--- config.mk ---
export PLATFORM = sky130hd
export DESIGN_NAME = cacheline_adapter
export DESIGN_NICKNAME = d
export VERILOG_FILES = /design/src/rtl/cache_pkg.sv /design/src/rtl/cacheline_adapter.sv
export SDC_FILE = /design/constraint.sdc
export NUM_CORES = 2
export LEC_CHECK = 0
export CAP_MARGIN = 20
export CORE_AREA = 4 4 292 294
export CTS_BUF_LIST = sky130_fd_sc_hd__clkbuf_4
export CTS_CLUSTER_DIAMETER = 50
export DETAILED_ROUTE_END_ITERATION = 16
export DIE_AREA = 0 0 296 298
export HOLD_SLACK_MARGIN = 0.02
export MAX_ROUTING_LAYER = met4
export PLACE_DENSITY = 0.56
export SKIP_CTS_REPAIR_TIMING = 1
export SYNTH_ARGS = -nofsm -noshare
export SYNTH_HDL_FRONTEND = slang
export SYNTH_SLANG_ARGS = --single-unit
--- constraint.sdc ---
create_clock -name clk -period 26.5 [get_ports clk]
set_input_delay 5.3 -clock clk [delete_from_list [all_inputs] [get_ports clk]]
set_output_delay 5.3 -clock clk [all_outputs]
set_load 0.05 [all_outputs]
--- src/rtl/cache_pkg.sv ---
// Shared types and constants for the cache line / burst memory adapter.
package cache_pkg;

    localparam int unsigned LINE_W   = 256;
    localparam int unsigned BEAT_W   = 64;
    localparam int unsigned BEATS    = 4;
    localparam int unsigned ADDR_W   = 32;
    localparam int unsigned OFFSET_W = $clog2(LINE_W / 8);

    typedef enum logic [2:0] {
        IDLE,
        RD_REQ,
        RD_DATA,
        WR_DATA,
        RESP
    } state_e;

    // Clear the byte-offset bits so the address points at the start of a line.
    function automatic logic [ADDR_W-1:0] line_align(input logic [ADDR_W-1:0] addr);
        return {addr[ADDR_W-1:OFFSET_W], {OFFSET_W{1'b0}}};
    endfunction

endpackage

--- src/rtl/cacheline_adapter.sv ---
// Bridges whole-line read/write-back requests from the cache onto a
// beat-serial burst memory: a read fetches BEATS beats and assembles a line,
// a write-back streams the latched line out one beat per accepted cycle.
module cacheline_adapter #(
    parameter int unsigned BEATS  = 4,
    parameter int unsigned BEAT_W = 64
) (
    input  logic                    clk,
    input  logic                    rst,
    input  logic [31:0]             dfp_addr,
    input  logic                    dfp_read,
    input  logic                    dfp_write,
    input  logic [BEATS*BEAT_W-1:0] dfp_wdata,
    output logic [BEATS*BEAT_W-1:0] dfp_rdata,
    output logic                    dfp_resp,
    output logic [31:0]             bmem_addr,
    output logic                    bmem_read,
    output logic                    bmem_write,
    output logic [BEAT_W-1:0]       bmem_wdata,
    input  logic                    bmem_ready,
    input  logic [31:0]             bmem_raddr,
    input  logic [BEAT_W-1:0]       bmem_rdata,
    input  logic                    bmem_rvalid
);
    import cache_pkg::*;

    localparam int unsigned LINE_BITS = BEATS * BEAT_W;
    localparam int unsigned CNT_W     = (BEATS > 1) ? $clog2(BEATS) : 1;
    localparam logic [CNT_W-1:0] LAST_BEAT = CNT_W'(BEATS - 1);

    state_e                 state_q, state_d;
    logic [CNT_W-1:0]       cnt_q, cnt_d;
    logic [31:0]            addr_q, addr_d;
    // Holds the write-back line, or the read line while it is being assembled.
    logic [LINE_BITS-1:0]   line_q, line_d;
    // Completed read line; only replaced when the next read finishes.
    logic [LINE_BITS-1:0]   rdata_q, rdata_d;
    logic                   beat_hit;

    // Only beats tagged with the outstanding line address belong to this fill.
    assign beat_hit = bmem_rvalid && (bmem_raddr == addr_q);

    // Next-state and strobe decode.
    always_comb begin
        state_d    = state_q;
        cnt_d      = cnt_q;
        addr_d     = addr_q;
        line_d     = line_q;
        rdata_d    = rdata_q;
        bmem_read  = 1'b0;
        bmem_write = 1'b0;
        dfp_resp   = 1'b0;

        case (state_q)
            IDLE: begin
                // Write-back wins so a dirty victim leaves before the fill.
                if (dfp_write) begin
                    addr_d  = line_align(dfp_addr);
                    line_d  = dfp_wdata;
                    cnt_d   = '0;
                    state_d = WR_DATA;
                end else if (dfp_read) begin
                    addr_d  = line_align(dfp_addr);
                    cnt_d   = '0;
                    state_d = RD_REQ;
                end
            end

            RD_REQ: begin
                bmem_read = 1'b1;
                if (bmem_ready) begin
                    state_d = RD_DATA;
                end
            end

            RD_DATA: begin
                if (beat_hit) begin
                    line_d[32'(cnt_q) * BEAT_W +: BEAT_W] = bmem_rdata;
                    cnt_d = cnt_q + 1'b1;
                    if (cnt_q == LAST_BEAT) begin
                        rdata_d = line_d;
                        state_d = RESP;
                    end
                end
            end

            WR_DATA: begin
                bmem_write = 1'b1;
                if (bmem_ready) begin
                    cnt_d = cnt_q + 1'b1;
                    if (cnt_q == LAST_BEAT) begin
                        state_d = RESP;
                    end
                end
            end

            RESP: begin
                dfp_resp = 1'b1;
                state_d  = IDLE;
            end

            default: begin
                state_d = IDLE;
            end
        endcase
    end

    // State, counter and line registers; reset discards any partial burst.
    always_ff @(posedge clk or posedge rst) begin
        if (rst) begin
            state_q <= IDLE;
            cnt_q   <= '0;
            addr_q  <= '0;
            line_q  <= '0;
            rdata_q <= '0;
        end else begin
            state_q <= state_d;
            cnt_q   <= cnt_d;
            addr_q  <= addr_d;
            line_q  <= line_d;
            rdata_q <= rdata_d;
        end
    end

    assign dfp_rdata  = rdata_q;
    assign bmem_addr  = addr_q;
    assign bmem_wdata = line_q[32'(cnt_q) * BEAT_W +: BEAT_W];

endmodule

==> flow_summary.ini <==
[run_status]
status = complete, no violations

[pwr]
power_density_nw_per_um2 = 104
power.leakage_nw = 16.1
max-vdd-ir-drop_mv = 0.0674

[timing]
drv_slew = 0
setup_violations = 0
finalSetupTns_ns = 0
rsz0062_at_grt = false
relSlewSlack = 0.180
fin_crit_sh = 0.365
fmax_mhz = 103
period_needed_ns = 9.68
skew_ns = 0.0785
hold_viol_final = 0
worst_pin_slew_ns = 1.23
fin_hold_ws_ns = 0.489

[routing]
vias = 24800
antenna_left = 0
drc_errors = 0
drtIter0Drc = 2083
viasPerCell = 5.58
drt-total-wl_mm = 125
wl_per_cell_um = 28.1
first_pass_iters = 5

[setup_path]
crit_type = reg2out
arrival_ns = 4.38
startpoint_type = flip-flop
cp.required_ns = 21.20
end_kind = output port
crit_fanout = 37

[placed_design]
routabilityCongestion = 0.905
portBuffers = 734
post-dp-hpwl_mm = 79.0

[clock_tree]
clock_latency_ns = 0.96
clkSinkCount = 544
clk_pin_slew_ns = 0.06
htreeDepth = 4
clockBufferDepth = 3
cts_buffers = 160
clockRootBuffer = clkbuf_4
cts_tree = done

[floorplanning]
io_pins = 745
row_count = 106
coreArea_um2 = 82900
initial_core_util = 0.333
die_area_um2 = 88200
die_w_um = 296
dieHeight_um = 298

[global_route]
grt_usage = 0.285
grt-ovfl-total = 0
antenna_found_initial = 24
grt_pass1_vias = 25700
grt_start_max_net_pins = 166
grt_pass1_wl_mm = 180

[cells_and_area]
area_growth_pct = 35.9
nNetsFinal = 3633
final_common_cell = clkdlybuf4s50_1
drive_gt1_frac = 0.158
final_cell_mix = clkdlybuf4s50_1, dfrtp_1, o21ai_0

[synthesis]
ys_seq_area_frac = 0.493
syn_area_um2 = 27600
syn_inst = 2577
syn_avg_cell_area_um2 = 10.7
synth_seq_cells = 544
synth.distinct_cells = 42
yosysWarnings = 0

[run]
maxCapViolCount = 0

[hold_path]
hp-class = reg2reg
registers in the layout, indices dropped and copies added, names as in the netlist:
signal     flops
bmem_addr     27
dfp_rdata    256
line_q       256
state_q        3
cnt_q          2
final cells by class:
class	instances	area (µm²)
clock buffers	228	1710
diodes	23	57.6
flip-flops and latches	544	13600
fillers	7756	45400
multi-input cells	1615	12200
inverters	138	528
clock inverters	41	263
well taps	1080	1350
repair buffers	778	7760
per-stage QoR:
stage                     total power [mW]  instance area, µm²  instances  utilization  worst slack, ns
after detailed placement              3.08               35400       4152        0.427            17.24
after global placement                3.05               35400       4152        0.427            17.23
final                                 3.89               37500       4447        0.453            16.82
after floorplan                       2.39               27600       2581            -             5.99
after global routing                  4.08               37500       4447        0.453            16.55
after CTS                             3.91               37400       4421        0.451            16.56
per-layer routing:
metal,GRT usage,vias to the layer above,part of all wire
li1,-,10600,-
met1,0.348,12600,0.39
met2,0.451,1350,0.48
met3,0.0764,262,0.093
met4,0.112,0,0.034
met5,-,-,0
critical path, cell delays in order, from the launching register on:
cell,delay (ns)
dfrtp_4,1.01
buf_4,0.90
mux4_2,0.62
clkdlybuf4s50_1,0.82
where the power goes:
part / internal (mW) / total (mW) / switching (mW)
sequential: 1.04 / 1.25 / 0.212
combinational: 0.749 / 1.83 / 1.08
clock: 0.422 / 0.813 / 0.391
Yosys cell counts, drive strengths merged:
library cell	number	area, µm²
or2	2	12.5
nand3	3	15.0
nor4	7	43.8
nor3b	1	7.51
a221o	256	2560
nand2	133	499
o22ai	1	6.26
mux2	155	1860
and4	1	8.76
ha	6	75.1
o21ai	388	1940
xnor2	18	158
nand2b	15	93.8
dfrtp	544	13600
a31o	1	8.76
nor4bb	1	10.0
xor2	1	8.76
a22o	1	8.76
inv	138	518
a31oi	1	6.26
and3	2	12.5
a21oi	134	671
nand4	15	93.8
nor2b	130	813
o211ai	1	7.51
mux4	64	1440
a21bo	1	10.0
buf	122	807
nor3	5	25.0
conb	1	3.75
nor2	4	15.0
and2	260	1630
nor4b	2	23.8
clkbuf	162	608
o2111ai	1	8.76
path summary, 6_finish.rpt:
| kind | from | end | slack [ns] | cells past startpoint |
|---|---|---|---|---|
| min | dfp_rdata[188] | dfp_rdata[188] | 0.49 | 1 |
| min reg2reg | dfp_rdata[188] | dfp_rdata[188] | 0.49 | 1 |
| min in group asynchronous | rst | bmem_addr[26] | 4.86 | 2 |
| max | cnt_q[0] | bmem_wdata[59] | 16.82 | 3 |
| max reg2reg | cnt_q[0] | line_q[90] | 21.10 | 9 |
| max in group asynchronous | rst | line_q[216] | 19.32 | 4 |
kinds of logic after synthesis:
logic type	synth area share
AOI/OAI and AO/OA	0.189
and+or+nand+nor	0.119
DFF	0.493
buffers and inverters	0.0700
muxes	0.119
xor gates and xnor gates	0.00602
adders and majority gates	0.00272
other	0.000136
Power figures use the tool's default switching activity.
